**src/rtl/sa_pkg.sv**
```systemverilog
// Shared parameters, FSM state types and ROM contents for the 2x2 systolic tile.
package sa_pkg;

  localparam int ADDR_W        = 6;
  localparam int DATA_W        = 8;
  localparam int WEIGHT_BASE   = 16;
  localparam int IMG_W         = 4;
  localparam int ROM_IDENT_END = 16;

  typedef enum logic [1:0] {
    WL_IDLE = 2'd0,
    WL_LOAD = 2'd1,
    WL_DONE = 2'd2
  } wl_state_e;

  typedef enum logic [2:0] {
    FL_IDLE  = 3'd0,
    FL_FETCH = 3'd1,
    FL_DRAIN = 3'd2,
    FL_WRITE = 3'd3,
    FL_DONE  = 3'd4
  } fl_state_e;

  localparam logic [2:0] SEL_C11 = 3'd0;
  localparam logic [2:0] SEL_C12 = 3'd1;
  localparam logic [2:0] SEL_C21 = 3'd2;
  localparam logic [2:0] SEL_C22 = 3'd3;

  // Low region holds a+1, the four weights sit at WEIGHT_BASE, the rest is zero.
  function automatic logic [DATA_W-1:0] rom_word(input logic [ADDR_W-1:0] a);
    logic [DATA_W-1:0] v;
    if (a < ADDR_W'(ROM_IDENT_END)) begin
      v = DATA_W'(a) + DATA_W'(1);
    end else if (a < ADDR_W'(WEIGHT_BASE + 4)) begin
      v = DATA_W'(a - ADDR_W'(WEIGHT_BASE)) + DATA_W'(1);
    end else begin
      v = '0;
    end
    return v;
  endfunction

endpackage

```
**src/rtl/sa_rom.sv**
```systemverilog
// 64x8 fixed-content ROM with a registered (one-cycle) read port.
module sa_rom
  import sa_pkg::*;
(
  input  logic              clk,
  input  logic              rst,
  input  logic [ADDR_W-1:0] i_addr,
  output logic [DATA_W-1:0] o_data
);

  always_ff @(posedge clk) begin
    if (rst) begin
      o_data <= '0;
    end else begin
      o_data <= rom_word(i_addr);
    end
  end

endmodule

```
**src/rtl/top_systolic_mode.sv**
```systemverilog
// 2x2 weight-stationary systolic tile: weight preloader, feature-window loader,
// inline PE products summed into one of four result registers.
module top_systolic_mode
  import sa_pkg::*;
(
  input  logic              clk,
  input  logic              rst,
  input  logic              Weight_Preloader_en,
  input  logic              Feature_Loader_en,
  input  logic [ADDR_W-1:0] feature_baseaddr,
  input  logic              systolic_mode,
  input  logic [2:0]        c_reg_sel,
  output logic              is_FL_done_o,
  output logic              is_WL_done_o,
  output logic [DATA_W-1:0] c11,
  output logic [DATA_W-1:0] c12,
  output logic [DATA_W-1:0] c21,
  output logic [DATA_W-1:0] c22
);

  wl_state_e         r_wl_state, w_wl_next;
  fl_state_e         r_fl_state, w_fl_next;
  logic [2:0]        r_wl_cnt;
  logic [1:0]        r_fl_cnt;
  logic              r_wl_vld, r_fl_vld;
  logic [1:0]        r_wl_idx, r_fl_idx;
  logic [DATA_W-1:0] r_w [4];
  logic [DATA_W-1:0] r_p [4];
  logic [ADDR_W-1:0] r_base;
  logic [2:0]        r_sel;
  logic              r_wl_done, r_fl_done;
  logic [DATA_W-1:0] r_c11, r_c12, r_c21, r_c22;

  logic              w_wl_go, w_fl_go, w_wl_rd, w_fl_write;
  logic [ADDR_W-1:0] w_wl_addr, w_fl_addr, w_rom_addr;
  logic [DATA_W-1:0] w_rom_q, w_sum;

  assign w_wl_go    = Weight_Preloader_en & ~systolic_mode;
  assign w_fl_go    = Feature_Loader_en & systolic_mode;
  assign w_wl_rd    = (r_wl_state == WL_LOAD) && (r_wl_cnt < 3'd4);
  assign w_fl_write = (r_fl_state == FL_WRITE) && w_fl_go;
  assign w_wl_addr  = ADDR_W'(WEIGHT_BASE) + {{(ADDR_W-2){1'b0}}, r_wl_cnt[1:0]};
  assign w_rom_addr = (r_wl_state == WL_LOAD) ? w_wl_addr : w_fl_addr;
  assign w_sum      = r_p[0] + r_p[1] + r_p[2] + r_p[3];

  sa_rom u_rom (
    .clk    (clk),
    .rst    (rst),
    .i_addr (w_rom_addr),
    .o_data (w_rom_q)
  );

  always_ff @(posedge clk) begin
    if (rst) begin
      r_wl_state <= WL_IDLE;
      r_fl_state <= FL_IDLE;
      r_wl_cnt   <= 3'd0;
      r_fl_cnt   <= 2'd0;
    end else begin
      r_wl_state <= w_wl_next;
      r_fl_state <= w_fl_next;
      r_wl_cnt   <= (w_wl_next == r_wl_state) ? r_wl_cnt + 3'd1 : 3'd0;
      r_fl_cnt   <= (w_fl_next == r_fl_state) ? r_fl_cnt + 2'd1 : 2'd0;
    end
  end

  // LOAD runs one extra cycle (cnt 4) so the last ROM word lands before DONE.
  always_comb begin
    w_wl_next = r_wl_state;
    case (r_wl_state)
      WL_IDLE: if (w_wl_go) w_wl_next = WL_LOAD; else w_wl_next = WL_IDLE;
      WL_LOAD: begin
        if (!w_wl_go)                w_wl_next = WL_IDLE;
        else if (r_wl_cnt == 3'd4)   w_wl_next = WL_DONE;
        else                         w_wl_next = WL_LOAD;
      end
      WL_DONE: if (w_wl_go) w_wl_next = WL_DONE; else w_wl_next = WL_IDLE;
      default: w_wl_next = WL_IDLE;
    endcase
  end

  always_comb begin
    w_fl_next = r_fl_state;
    case (r_fl_state)
      FL_IDLE: if (w_fl_go) w_fl_next = FL_FETCH; else w_fl_next = FL_IDLE;
      FL_FETCH: begin
        if (!w_fl_go)               w_fl_next = FL_IDLE;
        else if (r_fl_cnt == 2'd3)  w_fl_next = FL_DRAIN;
        else                        w_fl_next = FL_FETCH;
      end
      FL_DRAIN: begin
        if (!w_fl_go)               w_fl_next = FL_IDLE;
        else if (r_fl_cnt == 2'd1)  w_fl_next = FL_WRITE;
        else                        w_fl_next = FL_DRAIN;
      end
      FL_WRITE: if (w_fl_go) w_fl_next = FL_DONE; else w_fl_next = FL_IDLE;
      FL_DONE:  w_fl_next = FL_IDLE;
      default:  w_fl_next = FL_IDLE;
    endcase
  end

  always_comb begin
    w_fl_addr = r_base;
    case (r_fl_cnt)
      2'd0:    w_fl_addr = r_base - ADDR_W'(IMG_W + 1);
      2'd1:    w_fl_addr = r_base - ADDR_W'(IMG_W);
      2'd2:    w_fl_addr = r_base - ADDR_W'(1);
      default: w_fl_addr = r_base;
    endcase
  end

  // ROM data trails the address by one cycle, so index/valid are delayed alongside it.
  always_ff @(posedge clk) begin
    if (rst) begin
      r_wl_vld <= 1'b0;
      r_wl_idx <= 2'd0;
      r_fl_vld <= 1'b0;
      r_fl_idx <= 2'd0;
      r_base   <= '0;
      r_sel    <= 3'd0;
      for (int i = 0; i < 4; i++) begin
        r_w[i] <= '0;
        r_p[i] <= '0;
      end
    end else begin
      r_wl_vld <= w_wl_rd;
      r_wl_idx <= r_wl_cnt[1:0];
      r_fl_vld <= (r_fl_state == FL_FETCH);
      r_fl_idx <= r_fl_cnt;
      if (r_wl_vld) r_w[r_wl_idx] <= w_rom_q;
      if (r_fl_vld) r_p[r_fl_idx] <= w_rom_q * r_w[r_fl_idx];
      if ((r_fl_state == FL_IDLE) && w_fl_go) begin
        r_base <= feature_baseaddr;
        r_sel  <= c_reg_sel;
      end
    end
  end

  always_ff @(posedge clk) begin
    if (rst) begin
      r_wl_done <= 1'b0;
      r_fl_done <= 1'b0;
      r_c11     <= '0;
      r_c12     <= '0;
      r_c21     <= '0;
      r_c22     <= '0;
    end else begin
      r_wl_done <= (w_wl_next == WL_DONE);
      r_fl_done <= w_fl_write;
      if (w_fl_write) begin
        case (r_sel)
          SEL_C11: r_c11 <= w_sum;
          SEL_C12: r_c12 <= w_sum;
          SEL_C21: r_c21 <= w_sum;
          SEL_C22: r_c22 <= w_sum;
          default: ;
        endcase
      end
    end
  end

  assign is_WL_done_o = r_wl_done;
  assign is_FL_done_o = r_fl_done;
  assign c11 = r_c11;
  assign c12 = r_c12;
  assign c21 = r_c21;
  assign c22 = r_c22;

endmodule

```
**config.mk**
```make
export PLATFORM = sky130hd
export DESIGN_NAME = top_systolic_mode
export DESIGN_NICKNAME = d
export VERILOG_FILES = /design/src/rtl/sa_pkg.sv /design/src/rtl/sa_rom.sv /design/src/rtl/top_systolic_mode.sv
export SDC_FILE = /design/constraint.sdc
export NUM_CORES = 1
export LEC_CHECK = 0
export CAP_MARGIN = 20
export CORE_ASPECT_RATIO = 0.75
export CORE_MARGIN = 5
export CORE_UTILIZATION = 54
export CTS_BUF_LIST = sky130_fd_sc_hd__clkbuf_8 sky130_fd_sc_hd__clkbuf_16
export CTS_CLUSTER_SIZE = 8
export DETAILED_ROUTE_END_ITERATION = 16
export PLACE_DENSITY_LB_ADDON = 0.3
export RECOVER_POWER = 25
export SLEW_MARGIN = 5
export SYNTH_ARGS = -nofsm -noshare
export SYNTH_HDL_FRONTEND = slang
export SYNTH_SLANG_ARGS = --single-unit
```
**constraint.sdc**
```tcl
create_clock -name clk -period 4.8 [get_ports clk]
set_input_delay 0.48 -clock clk [delete_from_list [all_inputs] [get_ports clk]]
set_output_delay 0.48 -clock clk [all_outputs]
set_load 0.01 [all_outputs]
```
==> reports/qor.yml <==
detailed_routing:
  avgRoutedWirePerCell_um: 16.2
  drt_iter0_markers: 334
  firstDrtPassIters: 4
  routed-via-count: 4822
  wirelength_um: 14600
  ant_nets: 0
  post-route-drc-count: 0
  viasPerCell: 5.33
synthesis:
  ys_dominant_reg_cell: "dfxtp_1"
  ys_warn_count: 0
  ys_async_sr_fraction: 0
  synth_edf_count: 64
  yosysUniqueCellTypes: 52
  synth_seq_cells: 131
  synth_area_um2: 7020
  avgSynthCellArea_um2: 10.5
  synth_cells: 669
  synth_fp_nets: 746
  yosysSeqAreaShare: 0.465
critical_path:
  cp_max_fo: 4
  critical_path_arrival_ns: 4.70
  cp.required_ns: 4.95
  start_kind: "register"
  endpoint_kind: "register"
  crit_type: "register to register"
global_route:
  busiest_layer: "met2"
  grt_start_max_net_pins: 56
  use_met2: 0.337
  gr-usage-met3: 0.0399
  grt_pass1_vias: 4959
  grt_antenna_before_repair: 0
  track_usage: 0.199
  grt_use_met1: 0.258
  grt_pass1_wl_um: 24300
  grt_overflow: 0
final_layout:
  post-route-util: 0.642
  final_cell_mix: "nand2_1 (78), dfxtp_1 (66), edfxtp_1 (64), nor2_1 (54), inv_1 (49)"
  final_common_cell: "nand2_1"
  drive_gt1_frac: 0.0887
  final_cell_area_um2: 8240
  insertedDiodeCount: 0
  area.growth.synth_to_final_pct: 17.5
  final_nets: 797
clock_network:
  root_buffer: "clkbuf_16"
  cts.hold.buffers_added: 0
  cts_max_level: 4
  cts.path.max_buffers: 2
  path_clk_slew_ns: 0.06
  cts_buffers: 17
  tritoncts: "done"
  insertion_delay_ns: 0.42
  cts.sinks: 131
sta:
  tightestPinTransition_ns: 2.20
  fmax_mhz: 220
  tns_ns: 0
  finalSetupViolations: 0
  min_period_ns: 4.55
  hold_violations: 0
  finalCritPeriodShare: 0.949
  grt_setup_unrepaired: "no"
  skew_ns: 0.0179
  slew_violations: 56
  max_slew_margin: -0.470
placed_design:
  dp_hpwl_um: 10800
  gp_congestion: 0.898
  postPlaceCellArea_um2: 7620
  io_buffers: 47
die:
  die_w_um: 142
  dieArea_um2: 15400
  rows: 36
  initial_core_util: 0.546
  ios: 48
  core_area_um2: 12800
  dieHeight_um: 109
status:
  outcome: "finished with violations"
  violations: "capacitance limit, slew limit"
pwr:
  ir_drop_mv: 0.288
  totalPowerFinal_uw: 2970
  power_density_nw_per_um2: 360
  power.leakage_uw: 0.00325
worst_hold_path:
  min_path_type: "register to register"
run:
  drv_cap: 1
==> Yosys cell counts (all sizes together) (8+ instances only) <==
master | instances | share of area
nand2b | 17 | 0.015
edfxtp | 64 | 0.27
xnor2 | 32 | 0.043
mux4 | 8 | 0.026
and2 | 63 | 0.056
o21ai | 8 | 0.0057
nand2 | 78 | 0.042
inv | 47 | 0.025
dfxtp | 67 | 0.19
fa | 26 | 0.074
ha | 37 | 0.066
a21oi | 38 | 0.027
mux2i | 10 | 0.014
nor3 | 18 | 0.014
clkbuf | 17 | 0.0091
nor2 | 54 | 0.029
buf | 8 | 0.0075
==> per-stage QoR <==
stage	setup WS (ns)	std cells	hold WS, ns
global route	0.00888	904	0.484
detailed placement	0.0873	868	0.446
finish	0.246	904	0.452
floorplan	0.269	669	0.430
CTS	0.0746	900	0.454
global placement	0.204	868	0.439
==> final timing paths <==
check                    from        end  slack, ns  depth (start not counted)
hold / removal         c11[5]     c11[5]       0.45                          2
setup / recovery  r_fl_idx[0]  r_p[1][7]       0.25                         17
hold reg to reg        c11[5]     c11[5]       0.45                          2
setup reg to reg  r_fl_idx[0]  r_p[1][7]       0.25                         17
==> where the power goes <==
| group | switching [µW] | leakage (µW) | internal, µW |
|---|---|---|---|
| Combinational | 272 | 0.00174 | 196 |
| Sequential | 44.1 | 0.00121 | 1210 |
| Clock | 478 | 0.000299 | 770 |
| Total | 794 | 0.00325 | 2180 |
==> timing repair <==
action,CTS,global route
resized for setup,0,7
endpoints found under the setup margin,0,4
setup buffers,0,4
==> cells by family after synthesis <==
kind of cell / after synthesis / share of synthesized area
AO/OA/AOI/OAI: 76 / 0.0672
AND/OR/NAND/NOR: 270 / 0.193
XOR/XNOR: 36 / 0.0482
other: 1 / 0.000535
buffers and inverters: 72 / 0.0417
multiplexers: 20 / 0.0437
flip-flops: 131 / 0.465
adder cells (fa/ha/maj): 63 / 0.140
==> registers in the layout (all words and copies together) (netlist names), 2 cells and up <==
name and cells:
r_wl_idx 2, r_wl_state 2, u_rom.o_data 8, r_sel 3, c11 8, r_w 32
r_fl_idx 2, c21 8, r_base 6, r_p 32, c12 8, r_fl_cnt 2
r_fl_state 3, r_wl_cnt 3, c22 8
==> worst max-delay path: stages (launching register included) <==
cell and delay, ns:
dfxtp_4 0.38, mux4_2 0.55, buf_4 0.17, nand2_1 0.09, fa_1 0.42, inv_1 0.06
ha_1 0.24, fa_1 0.55, inv_1 0.06, fa_1 0.52, inv_1 0.04, ha_1 0.32
a21oi_2 0.15, xnor2_1 0.14, xnor2_1 0.11, xnor2_1 0.26, xnor2_2 0.17, nor2_1 0.06
==> routing by layer <==
metal,vias up,wire length (µm)
li1,2354,-
met1,2308,6540
met5,-,0
met2,133,7030
met4,0,218
met3,27,857
==> cell type report <==
type	instances	area (µm²)
fill	977	4590
multi-input combinational	466	3460
sequential	131	3270
timing repair buffer	57	543
clock buffer	20	478
tap	171	214
inverter	47	176
clock inverter	12	104
(Power assumes the default switching activity.)
